**src/rtl/core_ctrl_fsm_pkg.sv**
```systemverilog
// -----------------------------------------------------------------------------
// core_ctrl_fsm_pkg
// Shared types for the RV32I multi-cycle control sequencer:
//   opcode_map   - one-hot major-opcode class produced by the decoder from the IR
//   ctrl_state_e - sequencer states
//   pc_sel_e     - PC source mux select
//   wb_sel_e     - register-file writeback mux select
//   trap_cause_e - cause reported alongside the trap pulse
// -----------------------------------------------------------------------------
package core_ctrl_fsm_pkg;

    localparam int MEM_TIMEOUT_DEFAULT = 16;

    // 'other' is raised by the decoder for any major opcode outside RV32I.
    typedef struct packed {
        logic other;
        logic system;
        logic misc_mem;
        logic auipc;
        logic lui;
        logic op;
        logic op_imm;
        logic jalr;
        logic jal;
        logic branch;
        logic store;
        logic load;
    } opcode_map;

    typedef enum logic [2:0] {
        ST_FETCH  = 3'd0,
        ST_FWAIT  = 3'd1,
        ST_DECODE = 3'd2,
        ST_EXEC   = 3'd3,
        ST_MEM    = 3'd4,
        ST_MWAIT  = 3'd5,
        ST_WB     = 3'd6,
        ST_TRAP   = 3'd7
    } ctrl_state_e;

    typedef enum logic [1:0] {
        PC_PLUS4 = 2'd0,
        PC_BRJAL = 2'd1,
        PC_JALR  = 2'd2,
        PC_TRAP  = 2'd3
    } pc_sel_e;

    typedef enum logic [1:0] {
        WB_ALU = 2'd0,
        WB_MEM = 2'd1,
        WB_PC4 = 2'd2,
        WB_IMM = 2'd3
    } wb_sel_e;

    typedef enum logic [1:0] {
        CAUSE_ILLEGAL = 2'd0,
        CAUSE_ECALL   = 2'd1,
        CAUSE_BUS     = 2'd2
    } trap_cause_e;

    // True for the opcode classes that execute normally (SYSTEM is handled
    // separately because it traps with its own cause).
    function automatic logic is_executable(input opcode_map op);
        return !op.other && (op.load | op.store | op.branch | op.jal | op.jalr |
                             op.op_imm | op.op | op.lui | op.auipc | op.misc_mem);
    endfunction

endpackage

```
**src/rtl/ctrl_mem_timer.sv**
```systemverilog
// -----------------------------------------------------------------------------
// ctrl_mem_timer
// Counts cycles spent waiting for a memory response and flags the last
// allowed cycle so the sequencer can raise a bus trap.
//   clk        in   core clock
//   rst_n      in   synchronous, active-low reset
//   i_clear    in   restart the count (asserted on the cycle entering a wait)
//   i_enable   in   one waiting cycle elapsed
//   o_expired  out  count has reached MEM_TIMEOUT-1; never set when MEM_TIMEOUT=0
// -----------------------------------------------------------------------------
module ctrl_mem_timer #(
    parameter int MEM_TIMEOUT = 16
) (
    input  logic clk,
    input  logic rst_n,
    input  logic i_clear,
    input  logic i_enable,
    output logic o_expired
);

    localparam int CNT_W = (MEM_TIMEOUT > 0) ? $clog2(MEM_TIMEOUT + 1) : 1;

    logic [CNT_W-1:0] r_count;

    assign o_expired = (MEM_TIMEOUT != 0) && (r_count == CNT_W'(MEM_TIMEOUT - 1));

    // NOTE: registers are written with <= so every flop samples the pre-edge
    // values regardless of statement order inside the block.
    always_ff @(posedge clk) begin
        if (!rst_n) begin
            r_count <= '0;
        end else if (i_clear) begin
            r_count <= '0;
        end else if (i_enable && !o_expired) begin
            // Saturates at the expiry value; the sequencer leaves the wait then.
            r_count <= r_count + CNT_W'(1);
        end
    end

endmodule

```
**src/rtl/core_ctrl_fsm.sv**
```systemverilog
// -----------------------------------------------------------------------------
// core_ctrl_fsm
// Multi-cycle sequencer for the RV32I core: FETCH -> FWAIT -> DECODE -> EXEC
// -> (MEM -> MWAIT) -> WB, with a TRAP state for ECALL, illegal opcodes and
// memory response timeouts. One instruction is in flight at a time.
//   clk, rst_n                  clock, synchronous active-low reset
//   op_decode_pkt               one-hot opcode class, valid from DECODE onward
//   br_taken                    branch compare result, sampled in EXEC
//   imem_req/gnt/rvalid         instruction fetch handshake
//   dmem_req/we/gnt/rvalid      data access handshake
//   ir_we, pc_we, pc_sel        IR capture, PC update and PC source
//   rf_we, wb_sel               register write enable and writeback source
//   trap, trap_cause            trap pulse and its cause (cause held)
//   instret                     retire pulse
// -----------------------------------------------------------------------------
module core_ctrl_fsm
    import core_ctrl_fsm_pkg::*;
#(
    parameter int MEM_TIMEOUT = MEM_TIMEOUT_DEFAULT
) (
    input  logic        clk,
    input  logic        rst_n,
    input  opcode_map   op_decode_pkt,
    input  logic        br_taken,
    output logic        imem_req,
    input  logic        imem_gnt,
    input  logic        imem_rvalid,
    output logic        dmem_req,
    output logic        dmem_we,
    input  logic        dmem_gnt,
    input  logic        dmem_rvalid,
    output logic        ir_we,
    output logic        pc_we,
    output pc_sel_e     pc_sel,
    output logic        rf_we,
    output wb_sel_e     wb_sel,
    output logic        trap,
    output trap_cause_e trap_cause,
    output logic        instret
);

    ctrl_state_e r_state;
    ctrl_state_e w_next_state;
    logic        r_br_taken;
    trap_cause_e r_trap_cause;
    trap_cause_e w_trap_cause_nxt;
    logic        r_run;
    logic        w_tmr_clear;
    logic        w_tmr_en;
    logic        w_tmr_expired;

    ctrl_mem_timer #(
        .MEM_TIMEOUT (MEM_TIMEOUT)
    ) u_timer (
        .clk       (clk),
        .rst_n     (rst_n),
        .i_clear   (w_tmr_clear),
        .i_enable  (w_tmr_en),
        .o_expired (w_tmr_expired)
    );

    // r_run keeps the first cycle after reset silent: every output is 0 while
    // the memories, reset by the same rst_n, come out of reset alongside us.
    always_ff @(posedge clk) begin
        if (!rst_n) begin
            r_state      <= ST_FETCH;
            r_br_taken   <= 1'b0;
            r_trap_cause <= CAUSE_ILLEGAL;
            r_run        <= 1'b0;
        end else begin
            r_state <= w_next_state;
            r_run   <= 1'b1;
            if (r_state == ST_EXEC) begin
                r_br_taken <= br_taken;
            end
            // Cause is captured on entry to TRAP so it is visible with the pulse.
            if (w_next_state == ST_TRAP) begin
                r_trap_cause <= w_trap_cause_nxt;
            end
        end
    end

    assign trap_cause = r_trap_cause;

    // NOTE: every signal driven here gets a default first, so no path through
    // the case statement can leave one unassigned and infer a latch.
    always_comb begin
        w_next_state     = r_state;
        w_trap_cause_nxt = r_trap_cause;
        w_tmr_clear      = 1'b0;
        w_tmr_en         = 1'b0;
        imem_req         = 1'b0;
        dmem_req         = 1'b0;
        dmem_we          = 1'b0;
        ir_we            = 1'b0;
        pc_we            = 1'b0;
        pc_sel           = PC_PLUS4;
        rf_we            = 1'b0;
        wb_sel           = WB_ALU;
        trap             = 1'b0;
        instret          = 1'b0;

        case (r_state)
            ST_FETCH: begin
                if (r_run) begin
                    imem_req = 1'b1;
                    if (imem_gnt) begin
                        w_next_state = ST_FWAIT;
                        w_tmr_clear  = 1'b1;
                    end
                end
            end
            ST_FWAIT: begin
                w_tmr_en = 1'b1;
                // A response on the last allowed cycle beats the timeout.
                if (imem_rvalid) begin
                    ir_we        = 1'b1;
                    w_next_state = ST_DECODE;
                end else if (w_tmr_expired) begin
                    w_next_state     = ST_TRAP;
                    w_trap_cause_nxt = CAUSE_BUS;
                end
            end
            ST_DECODE: begin
                if (op_decode_pkt.system) begin
                    w_next_state     = ST_TRAP;
                    w_trap_cause_nxt = CAUSE_ECALL;
                end else if (is_executable(op_decode_pkt)) begin
                    w_next_state = ST_EXEC;
                end else begin
                    w_next_state     = ST_TRAP;
                    w_trap_cause_nxt = CAUSE_ILLEGAL;
                end
            end
            ST_EXEC: begin
                w_next_state = (op_decode_pkt.load || op_decode_pkt.store) ? ST_MEM : ST_WB;
            end
            ST_MEM: begin
                dmem_req = 1'b1;
                dmem_we  = op_decode_pkt.store;
                if (dmem_gnt) begin
                    w_next_state = ST_MWAIT;
                    w_tmr_clear  = 1'b1;
                end
            end
            ST_MWAIT: begin
                w_tmr_en = 1'b1;
                if (dmem_rvalid) begin
                    w_next_state = ST_WB;
                end else if (w_tmr_expired) begin
                    w_next_state     = ST_TRAP;
                    w_trap_cause_nxt = CAUSE_BUS;
                end
            end
            ST_WB: begin
                pc_we   = 1'b1;
                instret = 1'b1;
                if (op_decode_pkt.jal || (op_decode_pkt.branch && r_br_taken)) begin
                    pc_sel = PC_BRJAL;
                end else if (op_decode_pkt.jalr) begin
                    pc_sel = PC_JALR;
                end
                rf_we = op_decode_pkt.op  | op_decode_pkt.op_imm | op_decode_pkt.lui   |
                        op_decode_pkt.auipc | op_decode_pkt.load | op_decode_pkt.jal   |
                        op_decode_pkt.jalr;
                if (op_decode_pkt.load) begin
                    wb_sel = WB_MEM;
                end else if (op_decode_pkt.jal || op_decode_pkt.jalr) begin
                    wb_sel = WB_PC4;
                end else if (op_decode_pkt.lui) begin
                    wb_sel = WB_IMM;
                end
                w_next_state = ST_FETCH;
            end
            ST_TRAP: begin
                trap         = 1'b1;
                pc_we        = 1'b1;
                pc_sel       = PC_TRAP;
                w_next_state = ST_FETCH;
            end
            default: begin
                w_next_state = ST_FETCH;
            end
        endcase
    end

    a_pc_we_exclusive : assert property (@(posedge clk) disable iff (!rst_n)
        pc_we |-> (instret ^ trap));

    a_single_bus_req : assert property (@(posedge clk)
        !(imem_req && dmem_req));

endmodule
```
**config.mk**
```make
export PLATFORM = sky130hd
export DESIGN_NAME = core_ctrl_fsm
export DESIGN_NICKNAME = d
export VERILOG_FILES = /design/src/rtl/core_ctrl_fsm_pkg.sv /design/src/rtl/ctrl_mem_timer.sv /design/src/rtl/core_ctrl_fsm.sv
export SDC_FILE = /design/constraint.sdc
export NUM_CORES = 1
export LEC_CHECK = 0
export CORE_ASPECT_RATIO = 1.1
export CORE_UTILIZATION = 40
export CTS_BUF_LIST = sky130_fd_sc_hd__clkbuf_16
export DETAILED_ROUTE_END_ITERATION = 6
export GPL_TIMING_DRIVEN = 0
export HOLD_SLACK_MARGIN = 0.08
export PLACE_DENSITY = 0.78
export SYNTH_ARGS = -nofsm -noshare
export SYNTH_HDL_FRONTEND = slang
export SYNTH_SLANG_ARGS = --single-unit
```
**constraint.sdc**
```tcl
create_clock -name clk -period 2.4 [get_ports clk]
set_clock_uncertainty 0.2 [all_clocks]
set_input_delay 0.48 -clock clk [delete_from_list [all_inputs] [get_ports clk]]
set_output_delay 0.48 -clock clk [all_outputs]
set_load 0.03 [all_outputs]
```
# Yosys cells after proc, flatten, opt, wreduce, memory -nomap -nowiden
# Index checks and enable logic that the tools add are counted.
totals:
  regBits: 12
  inputBits: 19
op_classes:
  addsub: 1
  eq_ne: 12
  mux: 39
  n_bitwise: 16
  reduce_logical: 14
ops:
  columns: ["cell", "n"]
  rows:
  - ["2-to-1 mux 2 bit", 12]
  - ["2-to-1 mux 3 bit", 8]
  - ["case mux 3 bit (7 select lines)", 1]
  - ["== test 3 bit (second input constant)", 5]
  - ["2-to-1 mux 1 bit", 15]
  - ["OR 1 bit", 15]
  - ["== test 3 x 2 -> 1 bit (second input constant)", 2]
  - ["case mux 2 bit (3 select lines)", 1]
  - ["OR reduction 2 bit", 3]
  - ["adder 5 x 1 -> 5 bit (second input constant)", 1]
  - ["== test 5 x 4 -> 1 bit (second input constant)", 1]
  - ["AND reduction 5 bit", 1]
  - ["!= test 2 bit (second input constant)", 2]
  - ["case mux 2 bit (2 select lines)", 1]
  - ["== test 3 x 1 -> 1 bit (second input constant)", 1]
  - ["logical AND 1 bit", 3]
  - ["logical NOT 3 bit", 1]
  - ["logical OR 1 bit", 3]
  - ["!= test 3 bit (second input constant)", 1]
  - ["nonzero test 3 bit", 1]
  - ["logical NOT 1 bit", 2]
  - ["case mux 1 bit (2 select lines)", 1]
  - ["NOT 1 bit", 1]

# Depth between registers and ports, before layout
# Gate-level depths: netlist (run 1).
logic_depth:
  word_depth: 15
  ltp_mapped: 7
  mapped_depth_nobuf: 7

# Modules after synthesis
# Synthesis (run 1) repeated with hierarchy kept, for this count alone.
unflattened:
  hier_cells: 89
  hier_area_um2: 763.2
by_module_without_submodules:
  columns: ["module", "n_inst", "cells_per_inst", "area_per_inst_um2", "seq_area_each_um2"]
  rows:
  - ["core_ctrl_fsm", 1, 63, 521.8, 140.1]
  - ["ctrl_mem_timer", 1, 26, 241.5, 100.1]

# Worst setup path after synthesis (run 1)
# OpenSTA, ideal clock, no wires.
synth_timing:
  path_kind: "reg2out"
  start: "reg r_state[0]"
  end: "out imem_req"
  arrival_ns: 1.591
  path_slack_ns: 0.129
  path_stages_with_launch: 3
  cell_sequence: "dfxtp_1 clkbuf_1 nor4b_1"
synth_between:
  elab_chain_len: 2
synth_lines:
  columns: ["element", "line_no", "text"]
  rows:
  - ["start, declared", "core_ctrl_fsm.sv:42", "ctrl_state_e r_state;"]
  - ["start signal, assigned", "core_ctrl_fsm.sv:71", "r_state <= w_next_state;"]
  - ["logical NOT 3 bit", "core_ctrl_fsm.sv:103", "case (r_state)"]
  - ["2-to-1 mux 1 bit", "core_ctrl_fsm.sv:103", null]
  - ["end, declared", "core_ctrl_fsm.sv:25", "output logic imem_req,"]
# No other way between the ends.

# Worst setup path after layout (run 1)
layout_timing:
  start: "in imem_rvalid"
  end: "out ir_we"
layout_between:
  elab_chain_len: 2
layout_lines:
  columns: ["element", "line_no", "text"]
  rows:
  - ["start, declared", "core_ctrl_fsm.sv:27", "input logic imem_rvalid,"]
  - ["2-to-1 mux 1 bit", "core_ctrl_fsm.sv:116", "if (imem_rvalid) begin"]
  - ["2-to-1 mux 1 bit", "core_ctrl_fsm.sv:103", null]
  - ["end, declared", "core_ctrl_fsm.sv:32", "output logic ir_we,"]
# No other way between the ends.

==> results of run 1 <==
[power by group through the flow]
| stage | Combinational, W | Sequential, W | Clock (W) |
|---|---|---|---|
| after floorplan | 0.0000821 | 0.000222 | 0 |
| after global placement | 0.000143 | 0.000221 | 0 |
| after detailed placement | 0.000145 | 0.000221 | 0 |
| after CTS | 0.000143 | 0.000218 | 0.000315 |
| after global routing | 0.000157 | 0.000219 | 0.000326 |
| final | 0.000143 | 0.000218 | 0.000313 |
[kinds of logic after synthesis]
| group | share of synthesized area |
|---|---|
| multiplexers | 0.0351 |
| adder cells (fa/ha/maj) | 0.0351 |
| buffers and inverters | 0.0545 |
| XOR/XNOR | 0.0369 |
| AO/OA/AOI/OAI | 0.176 |
| AND/OR/NAND/NOR | 0.325 |
| flip-flops | 0.337 |
[through the flow]
step / utilization / power, W / hold WS (ns)
2_1_floorplan: - / 0.000304 / 0.244
3_3_place_gp: 0.653 / 0.000364 / 0.254
3_5_place_dp: 0.653 / 0.000366 / 0.285
4_1_cts: 0.700 / 0.000676 / 0.290
5_1_grt: 0.696 / 0.000703 / 0.305
6_report: 0.696 / 0.000674 / 0.290
[cell usage after synthesis (3+ instances only)]
master | count | area share
dfxtp_1 | 12 | 0.34
inv_1 | 4 | 0.021
nand2_1 | 8 | 0.042
o21ai_0 | 3 | 0.021
nand3_1 | 4 | 0.028
nor3_1 | 3 | 0.021
a21boi_0 | 3 | 0.032
nor2_1 | 12 | 0.063
and2_1 | 3 | 0.026
a21oi_1 | 6 | 0.042
nor4_1 | 3 | 0.026
[worst register-to-register path, cell delays in order, from the launching register on]
cell and delay [ns]:
dfxtp_1 0.33, ha_1 0.21, and3_1 0.18, ha_1 0.22, nor3b_2 0.41, nand4_1 0.19, xor2_1 0.16, nor2_1 0.05
[per-layer routing]
metal,routed length (um),global-route usage,share of wire
met3,158,0.0745,0.081
met1,760,0.206,0.39
met5,0,0,0
met4,40,0.150,0.021
met2,991,0.425,0.51
[sequential cells by signal, summed over array words and instances, names as in the netlist]
signal	count
r_br_taken	1
r_run	1
r_state	3
trap_cause	2
u_timer.r_count	5
[area by class of cell]
class	instances	area share
Inverter	4	0.0134
Tap cell	17	0.0189
Multi-Input combinational cell	69	0.395
Buffer	4	0.0212
Timing Repair Buffer	32	0.267
Clock inverter	1	0.00334
Sequential cell	12	0.214
Clock buffer	3	0.0668
[worst min path at each step]
stage | endpoint | cells after the start | slack, ns
after floorplan | r_br_taken$_SDFFE_PN0P_ | 2 | 0.24
after global placement | r_br_taken$_SDFFE_PN0P_ | 2 | 0.25
after detailed placement | r_br_taken$_SDFFE_PN0P_ | 2 | 0.28
after CTS | r_br_taken$_SDFFE_PN0P_ | 2 | 0.29
after global routing | u_timer.r_count[4]$_SDFFE_PP0P_ | 2 | 0.30
final | r_br_taken$_SDFFE_PN0P_ | 2 | 0.29
[repair_timing]
item,4_1_cts,5_1_grt
setup endpoints to repair,10,6
pin swaps,1,1
gates resized for setup,15,14
==> flow_summary.ini, run 1 <==
[cells_and_area]
diodes = 0
layout_commonest_cell = clkdlybuf4s50_1
layout-drive-gt1-share = 0.112
n_fill_cell = 154
final_area_sq_um = 1120
final_cell_count_no_fill = 142
syn2layout_area_growth_pct = 57.8
ff_latch_area_sq_um = 240
multiInputGateArea_sq_um = 444
final_cell_mix = clkdlybuf4s50_1, nor2_1, dfxtp_1
nets = 147

[run]
drv_cap = 0

[min_path]
hp-start = r_br_taken$_SDFFE_PN0P_
hp-class = flip-flop to flip-flop

[pwr]
p_clk_frac = 0.464
p_per_area_nw_per_um2 = 600
power_switching_w = 0.000176
peakVddDrop_uv = 451
leakagePower_nw = 0.524
swShare = 0.261
power_frac_seq = 0.323
intPower_w = 0.000499
comb_power_share = 0.213

[sta]
fin_crit_ns = 2.33
worst_slew_pin_slew_ns = 0.440
fmax_mhz = 429
final-hold-violation-count = 0
rsz0062_at_grt = no
setup_ws_ns = 0.0679
relSlewSlack = 0.705
finalSetupTns_ns = 0
setup_violations = 0
period_share = 0.972
maxSlewViolCount = 0

[clock_tree]
post_cts_hold_buffer_count = 0
cts_max_level = 1
numCtsBuffers = 3
cts-root-buf = clkbuf_16
cts_tree = yes
path_clk_slew_ns = 0.04
cts_sinks = 12
postCtsSetupBuffers = 0
clockBufferDepth = 2
insertion_delay_ns = 0.24

[setup_path]
crit_buf_inv = 3
startpoint = imem_rvalid
crit_fanout = 2
rrSetupSlack_ns = 0.34
arrival_ns = 1.65
startpoint_type = primary input
critical_path_depth = 4
path_delay_family = buffers and inverters
worstReg2RegStart = u_timer.r_count[0]$_SDFFE_PP0P_
criticalPathCategory = primary input to output port
path_cells = clkdlybuf4s50_1 > inv_1 > nor4_1 > dlygate4sd2_1
r2r-end = u_timer.r_count[3]$_SDFFE_PP0P_
crit_end = ir_we
r2r_cells = 7
critical_path.slowest_cell = clkdlybuf4s50_1
crit_path_end_kind = output port
required_ns = 1.72
cpPeakStageDelay_ns = 0.48

[synthesis]
synth_area_per_cell_sq_um = 8.00
synth.cell_area_sq_um = 712
yosys_warnings = 0
postSynthCellCount = 89
synth_edf_count = 0
synth_ff_type = dfxtp_1
ys_ff_latch = 12
yosys.cell_types.count = 35
synth-seq-area-share = 0.337
syn-num-nets = 110
async_flop_share = 0

[outcome]
status = completed

[placement]
placed_area_sq_um = 1050
gp_congestion = 0.813
hpwl_um = 1440
pre_cts_ws_ns = -0.413
portBuffers = 32
placed_cells = 138

[floorplanning]
io_pins = 33
dieArea_sq_um = 1950
core-area_sq_um = 1610
rows = 15
dieHeight_um = 46.2
die_x_um = 42.2
start_util = 0.441

[global_routing]
first_global_vias = 780
grt_max_degree = 11
grt_overflow = 0
grt_pass1_wl_um = 3170
grt_use_total = 0.224
antenna_found_initial = 0

[drt]
wl_per_cell_um = 13.7
vias = 777
via_per_inst = 5.47
firstDrtPassIters = 4
wl_um = 1950
detail-route-antenna-nets = 0
drc = 0
drt-initial-drc-count = 7
(Power assumes the default switching activity.)
==> inputs of run 2 (changes only) <==
--- a/config.mk
+++ b/config.mk
@@ -8,8 +8,8 @@
 export CORE_ASPECT_RATIO = 1.1
-export CORE_UTILIZATION = 40
+export CORE_UTILIZATION = 46
 export CTS_BUF_LIST = sky130_fd_sc_hd__clkbuf_16
 export DETAILED_ROUTE_END_ITERATION = 6
+export DONT_BUFFER_PORTS = 1
 export GPL_TIMING_DRIVEN = 0
 export HOLD_SLACK_MARGIN = 0.08
-export PLACE_DENSITY = 0.78
 export SYNTH_ARGS = -nofsm -noshare
==> constraint.sdc (replaced) <==
create_clock -name clk -period 2.3 [get_ports clk]
set_clock_uncertainty 0.2 [all_clocks]
set_input_delay 0.345 -clock clk [delete_from_list [all_inputs] [get_ports clk]]
set_output_delay 0.345 -clock clk [all_outputs]
set_load 0.03 [all_outputs]
==> run 2 against run 1 <==
Critical path type is now flip-flop to output port. Critical path depth unchanged. Largest power group unchanged. Clock-buffer cell count unchanged. Total power decreased by 2.1%. Register-to-register slack got worse by 0.04 ns.
==> flow_summary.ini, run 2 (synthesized netlist as in run 1, its figures left out) <==
[setup_path]
worstReg2RegStart = u_timer.r_count[0]$_SDFFE_PP0P_
cpPeakStageDelay_ns = 0.35
crit_end = rf_we
crit_fanout = 10
r2r_cells = 7
startpoint = r_state[1]$_SDFF_PN0_
startpoint_type = flip-flop
crit_path_end_kind = output port
criticalPathCategory = flip-flop to output port
r2r-end = u_timer.r_count[3]$_SDFFE_PP0P_
required_ns = 1.75
arrival_ns = 1.65
path_cells = buf_2 > nand2_1 > nor2_4 > o21a_1
critical_path.slowest_cell = o21a_1
rrSetupSlack_ns = 0.30

[clock_tree]
cts_sinks = 12
insertion_delay_ns = 0.24
cts_tree = yes
cts_max_level = 1
cts-root-buf = clkbuf_16
clockBufferDepth = 2
numCtsBuffers = 3
path_clk_slew_ns = 0.04

[drt]
drc = 0
firstDrtPassIters = 3
wl_um = 1490
detail-route-antenna-nets = 0
wl_per_cell_um = 13.3
drt-initial-drc-count = 4
vias = 658
via_per_inst = 5.88

[pwr]
swShare = 0.257
power_frac_seq = 0.348
intPower_w = 0.000490
p_per_area_nw_per_um2 = 749
comb_power_share = 0.168
leakagePower_nw = 0.340
power_switching_w = 0.000170
peakVddDrop_uv = 546
p_clk_frac = 0.484

[global_routing]
antenna_found_initial = 0
first_global_vias = 601
grt_use_total = 0.206
grt_overflow = 0
grt_max_degree = 11
grt_pass1_wl_um = 2380

[cells_and_area]
final_cell_mix = dfxtp_1, nor2_1, nand2_1
nets = 118
largest_reg_flops = 5
top_register = u_timer.r_count
syn2layout_area_growth_pct = 23.7
layout_commonest_cell = dfxtp_1
diodes = 0
layout-drive-gt1-share = 0.146
final_area_sq_um = 881

[placement]
placed_area_sq_um = 732
portBuffers = 0
hpwl_um = 1090
gp_congestion = 0.805

[sta]
fin_crit_ns = 2.20
final-hold-violation-count = 0
relSlewSlack = 0.485
period_share = 0.956
fmax_mhz = 455
maxSlewViolCount = 0
setup_violations = 0
finalSetupTns_ns = 0
worst_slew_pin_slew_ns = 0.766

[outcome]
status = completed

[floorplanning]
io_pins = 33
dieArea_sq_um = 1710
start_util = 0.508
rows = 14
dieHeight_um = 43.3
core-area_sq_um = 1400
die_x_um = 39.5

[run]
drv_cap = 0

[min_path]
hp-class = primary input to flip-flop
[run 2: cell types whose count changed in the layout (fill, tap and decap cells not counted), sizes merged]
cell           before  now
dlygate4sd3         0    3
clkdlybuf4s50      19    0
clkbuf              7    5
dlymetal6s2s        3    0
dlygate4sd2         6    0
buf                 4    2
[run 2: power by group through the flow]
stage / clock [W] / sequential [W] / combinational [W]
after detailed placement: 0 / 0.000233 / 0.0000992
after global routing: 0.000334 / 0.000231 / 0.000126
after global placement: 0 / 0.000233 / 0.0000988
after CTS: 0.000325 / 0.000229 / 0.000105
final: 0.000319 / 0.000230 / 0.000111
after floorplan: 0 / 0.000231 / 0.0000857
[run 2: final cells by class]
type	count	area (sq um)
fillers	122	520
multi-input cells	69	473
flip-flops and latches	12	240
clock buffers	3	75.1
repair buffers	3	30.0
plain buffers	4	23.8
well taps	16	20.0
inverters	4	15.0
clock inverters	1	3.75
[run 2: critical path, delay by kind of cell, from the launching register on]
family	cells	cell delay (ns)
compound gates	1	0.35
buf+inv	1	0.21
flops	1	0.29
simple gates	2	0.56
[run 2: what timing repair did]
action	in CTS	in global routing
endpoints found under the hold margin	3	0
buffers inserted	0	0
endpoints found under the setup margin	4	5
gates resized for setup	0	7
hold buffers	3	0
[run 2: how the worst min path moves through the flow]
| stage | cells past startpoint | slack (ns) | from | to |
|---|---|---|---|---|
| after global placement | 0 | 0.17 | rst_n | r_run$_DFF_P_ |
| final | 3 | 0.15 | op_decode_pkt[1] | r_state[1]$_SDFF_PN0_ |
| after detailed placement | 0 | 0.17 | rst_n | r_run$_DFF_P_ |
| after global routing | 3 | 0.18 | op_decode_pkt[1] | r_state[1]$_SDFF_PN0_ |
| after floorplan | 0 | 0.17 | rst_n | r_run$_DFF_P_ |
| after CTS | 3 | 0.15 | op_decode_pkt[1] | r_state[1]$_SDFF_PN0_ |
[run 2: per-stage QoR]
stage	hold WS (ns)	utilization	power (W)	worst slack, ns	instances
after detailed placement	0.173	0.522	0.000332	0.0449	105
after global routing	0.182	0.629	0.000691	-0.00493	112
after global placement	0.173	0.522	0.000331	0.0471	105
after CTS	0.147	0.600	0.000658	-0.221	112
after floorplan	0.173	-	0.000317	0.164	89
final	0.146	0.629	0.000660	0.102	112
[run 2: routing by layer]
| metal | wire (um) | vias up | GRT usage |
|---|---|---|---|
| li1 | - | 330 | - |
| met1 | 679 | 294 | 0.220 |
| met5 | 0 | - | 0 |
| met2 | 668 | 29 | 0.338 |
| met4 | 39 | 0 | 0.124 |
| met3 | 103 | 5 | 0.0628 |
